### src/rtl/ram_b1_arbiter.sv
// Two-requester round-robin arbiter in front of one ram_b1 simple dual-port RAM.
// One access (read or write) is granted per cycle. Read data returns one cycle
// later on rdata, tagged by rvalid0/rvalid1 to the requester that issued it.
// Optional grant locking for read-modify-write sequences: define RAM_ARB_LOCK_EN.
module ram_b1_arbiter #(
  parameter int unsigned DATA_WIDTH = 8,
  parameter int unsigned ADDR_WIDTH = 6,
  parameter int unsigned LOCK_MAX   = 16
) (
  input  logic                  clk,
  input  logic                  rst_n,
  input  logic                  req0,
  input  logic                  req1,
  input  logic                  we0,
  input  logic                  we1,
  input  logic [ADDR_WIDTH-1:0] addr0,
  input  logic [ADDR_WIDTH-1:0] addr1,
  input  logic [DATA_WIDTH-1:0] wdata0,
  input  logic [DATA_WIDTH-1:0] wdata1,
  input  logic                  lock0,
  input  logic                  lock1,
  output logic                  gnt0,
  output logic                  gnt1,
  output logic                  rvalid0,
  output logic                  rvalid1,
  output logic [DATA_WIDTH-1:0] rdata,
  output logic                  ram_we,
  output logic [ADDR_WIDTH-1:0] ram_waddr,
  output logic [ADDR_WIDTH-1:0] ram_raddr,
  output logic [DATA_WIDTH-1:0] ram_wdata,
  input  logic [DATA_WIDTH-1:0] ram_q
);

  logic       rr_last_q;
  logic       rr_last_d;
  logic [1:0] rd_tag_q;
  logic [1:0] rd_tag_d;
  logic       elig0_c;
  logic       elig1_c;

`ifdef RAM_ARB_LOCK_EN
  localparam int unsigned CNT_W   = $clog2(LOCK_MAX + 1);
  localparam logic [1:0]  LK_NONE = 2'b00;
  localparam logic [1:0]  LK_0    = 2'b01;
  localparam logic [1:0]  LK_1    = 2'b10;

  logic [1:0]       lock_owner_q;
  logic [1:0]       lock_owner_d;
  logic [CNT_W-1:0] lock_cnt_q;
  logic [CNT_W-1:0] lock_cnt_d;
  logic [CNT_W-1:0] cnt_inc_c;

  // Lock state register
  always_ff @(posedge clk or negedge rst_n) begin
    if (!rst_n) begin
      lock_owner_q <= LK_NONE;
      lock_cnt_q   <= '0;
    end else begin
      lock_owner_q <= lock_owner_d;
      lock_cnt_q   <= lock_cnt_d;
    end
  end

  // Lock next state: take/extend on locked grant, release on unlock, idle owner or cap
  always_comb begin
    lock_owner_d = lock_owner_q;
    lock_cnt_d   = lock_cnt_q;
    cnt_inc_c    = lock_cnt_q + CNT_W'(1);
    if ((lock_owner_q == LK_0 && !req0) || (lock_owner_q == LK_1 && !req1)) begin
      lock_owner_d = LK_NONE;
      lock_cnt_d   = '0;
    end else if (gnt0 || gnt1) begin
      if ((gnt0 && lock0) || (gnt1 && lock1)) begin
        if (cnt_inc_c == CNT_W'(LOCK_MAX)) begin
          lock_owner_d = LK_NONE;
          lock_cnt_d   = '0;
        end else begin
          lock_owner_d = gnt0 ? LK_0 : LK_1;
          lock_cnt_d   = cnt_inc_c;
        end
      end else begin
        lock_owner_d = LK_NONE;
        lock_cnt_d   = '0;
      end
    end
  end

  // While locked, the other requester is masked even if the owner idles
  always_comb begin
    elig0_c = req0 && (lock_owner_q != LK_1);
    elig1_c = req1 && (lock_owner_q != LK_0);
  end
`else
  logic lock_unused;

  // Pure round-robin: lock inputs have no effect
  always_comb begin
    elig0_c = req0;
    elig1_c = req1;
  end

  assign lock_unused = ^{lock0, lock1, 32'(LOCK_MAX)};
`endif

  // Arbitration state register
  always_ff @(posedge clk or negedge rst_n) begin
    if (!rst_n) begin
      rr_last_q <= 1'b1;
      rd_tag_q  <= 2'b00;
    end else begin
      rr_last_q <= rr_last_d;
      rd_tag_q  <= rd_tag_d;
    end
  end

  // Grant: sole eligible requester wins, on contention the one not granted last wins
  always_comb begin
    gnt0 = rst_n && elig0_c && (!elig1_c || rr_last_q);
    gnt1 = rst_n && elig1_c && (!elig0_c || !rr_last_q);
  end

  // Next state: remember granted id, tag reads for the one-cycle return
  always_comb begin
    rr_last_d = rr_last_q;
    if (gnt1) begin
      rr_last_d = 1'b1;
    end else if (gnt0) begin
      rr_last_d = 1'b0;
    end
    rd_tag_d = {gnt1 && !we1, gnt0 && !we0};
  end

  // RAM port steering; ungranted cycles present requester 0's fields with we low
  always_comb begin
    ram_we    = (gnt0 && we0) || (gnt1 && we1);
    ram_waddr = gnt1 ? addr1  : addr0;
    ram_raddr = gnt1 ? addr1  : addr0;
    ram_wdata = gnt1 ? wdata1 : wdata0;
  end

  assign rvalid0 = rd_tag_q[0];
  assign rvalid1 = rd_tag_q[1];
  assign rdata   = ram_q;

endmodule

### config.mk
export PLATFORM = sky130hd
export DESIGN_NAME = ram_b1_arbiter
export DESIGN_NICKNAME = d
export VERILOG_FILES = /design/src/rtl/ram_b1_arbiter.sv
export SDC_FILE = /design/constraint.sdc
export NUM_CORES = 1
export LEC_CHECK = 0
export CAP_MARGIN = 20
export CORE_MARGIN = 1
export CORE_UTILIZATION = 23
export CTS_CLUSTER_DIAMETER = 150
export DETAILED_ROUTE_END_ITERATION = 16
export GPL_TIMING_DRIVEN = 0
export PLACE_DENSITY = 0.86
export SYNTH_ARGS = -nofsm -noshare
export SYNTH_HDL_FRONTEND = slang
export SYNTH_SLANG_ARGS = --single-unit
### constraint.sdc
create_clock -name clk -period 3.9 [get_ports clk]
set_input_delay 0.78 -clock clk [delete_from_list [all_inputs] [get_ports clk]]
set_output_delay 0.78 -clock clk [all_outputs]
set_load 0.02 [all_outputs]
Word level (Yosys, flattened, before mapping)

Cells that the tools add are included.

Bits in registers: 3
Bits in latches: 0
ROM bits: 0
Word-level logic and storage cells: 23
Bits of input ports: 44
Memories kept: 0
Memory bits (writable): 0

Shifts and indexed selects: 0
Div/mod/pow operators: 0
Muxes and demuxes: 4
Equal/unequal tests: 0
Bitwise gates (word level): 0
Magnitude comparators: 0
Multiply operators: 0
Add/sub/neg operators: 0
Reductions and logical operators: 17

Operators by type and width:

| operator           | number |
|---|---|
| 1-bit logical AND  | 8 |
| 8-bit 2-to-1 mux   | 1 |
| 6-bit 2-to-1 mux   | 1 |
| 1-bit zero test    | 5 |
| 1-bit logical OR   | 3 |
| 1-bit 2-to-1 mux   | 2 |
| 2-bit nonzero test | 1 |

Longest topological paths before layout

Word-level depth: 5
Gate-level depth with buffers: 5

Least setup slack after synthesis

No wires, ideal clock.

Kind: input to output
Start: input req0
End: output ram_waddr[4]
Stages: 5
Arrival: 1668 ps
Slack: 1452 ps
Buffers on the path: 2
Data required time: 3120 ps
Path through: nand2_1 nand3_4 buf_6 mux2_4 buf_4

Longest elaborated chain between the ends: 4

Ends and longest elaborated chain:

| element           | line | text |
|---|---|---|
| from (decl)       | 12   | `input logic req0,` |
| 1-bit zero test   | 119  | `gnt1 = rst_n && elig1_c && (!elig0_c \|\| !rr_last_q);` |
| 1-bit logical OR  | 119  |  |
| 1-bit logical AND | 119  |  |
| 6-bit 2-to-1 mux  | n/a  |  |
| to (decl)         | 28   | `output logic [ADDR_WIDTH-1:0] ram_waddr,` |

Every way passes these cells.

Final worst setup path

Start: input rst_n
End: output ram_waddr[4]

Longest elaborated chain between the ends: 3

Ends and longest elaborated chain:

| element                        | line | text |
|---|---|---|
| from (decl)                    | 11   | `input logic rst_n,` |
| 1-bit logical AND (2 in a row) | 119  |  |
| 6-bit 2-to-1 mux               | 136  | `ram_waddr = gnt1 ? addr1 : addr0;` |

Every way passes these cells.

==> impl_metrics.tcl <==
set metrics [dict create \
    grt_pass1_vias 567 \
    drc 0 \
    finalPower_mw 0.259 \
    intPower_mw 0.175 \
    synth_seq_cells 3 \
    synth_compound_area_share_pct 4.11 \
    netSwitchingFraction_pct 32.3 \
    placementRows 15 \
    period_needed_ns 3.58 \
    cp-endpoint "ram_waddr[4]" \
    ios 77 \
    rsz0062_at_grt "false" \
    setup_ws_ns 0.317 \
    dpl.cell_count 135 \
    synth-async-reset-ratio_pct 100 \
    cp_top_family "buffers and inverters" \
    critical_path_buf_inv_count 4 \
    p_per_area_nw_per_um2 220 \
    postSynthCellCount 44 \
    synth_warnings 0 \
    antenna_found_initial 0 \
    grt.total_usage_pct 13.5 \
    grt_remaining_overflow 0 \
    hold_path.class "flop to flop" \
    regToRegSetupSlack_ns 2.75 \
    synth.area.mux_share_pct 41.1 \
    holdWs_ns 0.559 \
    seqPwrFrac_pct 14.7 \
    crit_start "rst_n" \
    routed_wirelength_um 1540 \
    drtPass1Iterations 2 \
    cpPeakStageDelay_ns 0.67 \
    post-place-ws_ns 0.302 \
    place_congestion 0.749 \
    viasPerCell 4.32 \
    endpoint_kind "output port" \
    synth_top_family_by_area "multiplexers" \
    r2r-end "rd_tag_q[1]" \
    crit_cells 6 \
    fp.dieH_um 46.6 \
    hpwl_um 1370 \
    vias 601 \
    synth_ff_type "dfrtp_1" \
    clkSinkCount 3 \
    outcome "completed" \
    comb_power_share_pct 63.5 \
    reg2regPathDepth 4 \
    cts_setup_buffers 0 \
    synth_top_cell_area_share_pct 26.3 \
    synth_area_leaders "mux2_4 (26%), buf_4 (23%), mux2_2 (15%)" \
    wl_per_cell_um 11.1 \
    instances_no_fill 139 \
    cts_resized 0 \
    grt_max_degree 11 \
    cp_data_required_time_ns 3.12 \
    cts_max_path_buffers 2 \
    crit_fanout 10 \
    synthSimpleGateAreaFrac_pct 11.8 \
    leakagePower_nw 0.515 \
    die-area_sq_um 2170 \
    antenna_cells 0 \
    worstSetupPathType "input pin to output port" \
    cpMostUsedCell "clkdlybuf4s50_1" \
    setup_violations 0 \
    clk_pin_slew_ns 0.04 \
    tns_ns 0 \
    yosys.area.top_type "mux2_4" \
    drive_above_1_share_pct 29.8 \
    hold_buffers 0 \
    finalMaxSlewViolations 0 \
    core_sq_um 1800 \
    tightest_slew_ns 0.340 \
    synthAdderAreaFrac_pct 0 \
    rr_startpoint "rr_last_q" \
    p_switching_mw 0.0834 \
    area_growth_pct 157 \
    yosysSeqAreaShare_pct 16.7 \
    root_buffer "clkbuf_4" \
    skew_ns 0.00165 \
    drtIter0Drc 2 \
    yosys-top-cells-count "buf_4 (14), mux2_4 (8), mux2_2 (6), dfrtp_1 (2), nand3_1 (2)" \
    portBuffers 66 \
    clkLatencyLatePin_ns 0.23 \
    syn-mean-instance-area_sq_um 10.4 \
    cpMaxStageDelayCell "clkdlybuf4s50_1" \
    nFillCells 152 \
    grt_pass1_wl_um 2130 \
    ant_nets 0 \
    maxCapViolations 0 \
    slew_headroom_pct 77.2 \
    start_util_pct 25.3 \
    h-tree-depth 1 \
    synth-xor-area-share_pct 0 \
    crit_arrival_ns 2.80 \
    syn_area_sq_um 457 \
    max_freq_mhz 279 \
    cts_made_buffers 3 \
    synth_fp_nets 88 \
    startpoint_type "input pin" \
    power_frac_clock_pct 21.8 \
    vdd_drop_max_uv 166 \
    yosysMostFrequentCell "buf_4" \
    fin_crit_sh_pct 91.9 \
    synth_edf_count 0 \
    final_nets 159 \
    path_cells "clkdlybuf4s50_1 -> nand3_4 -> buf_6 -> mux2_4 -> buf_4 -> clkdlybuf4s50_1" \
    cts_tree "yes" \
    synth.distinct_cells 17 \
    finalHoldViolations 0 \
    die_w_um 46.6 \
]
worst min-delay path, stage by stage, from the launching register on:
cell and delay (ns):
dfstp_2 0.37, a21oi_1 0.12, a31oi_1 0.05
worst min-delay path by stage:
stage / endpoint / depth (start not counted) / start / slack [ns]
detailed placement: rr_last_q / 2 / rr_last_q / 0.55
floorplan: rd_tag_q[0] / 0 / rst_n / 0.48
global route: rr_last_q / 2 / rr_last_q / 0.59
CTS: rr_last_q / 2 / rr_last_q / 0.56
global placement: rr_last_q / 2 / rr_last_q / 0.53
finish: rr_last_q / 2 / rr_last_q / 0.56
final cells by class:
class,instances,area [sq um],area share [%]
well taps,25,31.3,2.66
repair buffers,66,661,56.2
clock buffers,4,26.3,2.24
inverters,1,3.75,0.319
multi-input cells,25,260,22.2
flip-flops and latches,3,76.3,6.50
plain buffers,15,116,9.90
metrics by stage:
stage                     utilization, %  area [sq um]
final                               65.2          1170
after global routing                65.2          1170
after CTS                           65.2          1170
after detailed placement            63.7          1150
after global placement              63.7          1150
after floorplan                        -           457
registers in the layout, summed over array words and instances, names as in the netlist:
signal / flops
rd_tag_q: 2
rr_last_q: 1
kinds of logic after synthesis:
kind of cell	Yosys count
mux	14
simple gates	8
flops	3
buf+inv	16
compound gates	3
power by group through the flow:
| stage | Sequential (mW) | Clock (mW) | Combinational (mW) |
|---|---|---|---|
| after floorplan | 0.0389 | 0 | 0.0794 |
| after global placement | 0.0382 | 0 | 0.162 |
| after detailed placement | 0.0382 | 0 | 0.165 |
| after CTS | 0.0381 | 0.0578 | 0.166 |
| after global routing | 0.0388 | 0.0599 | 0.174 |
| final | 0.0381 | 0.0565 | 0.164 |
placed cells by master, fill, tap and decap left out:
cell	instances
clkdlybuf4s50_1	66
buf_4	14
mux2_4	8
mux2_2	6
clkbuf_4	3
nand3_1	2
dfrtp_1	2
nand2_1	1
nand3_4	1
buf_6	1
inv_1	1
nor2_1	1
nand2b_1	1
and3_1	1
nor2b_1	1
a21boi_0	1
a21oi_1	1
a31oi_1	1
clkbuf_1	1
dfstp_2	1
routing by layer:
layer	routed length (um)	part of all wire, %	global-route usage [%]
met1	468	30	12.0
met3	247	16	5.49
met2	825	54	27.8
met5	0	0	0
met4	0	0	1.76
No activity file was read; power rests on OpenSTA's default activity.
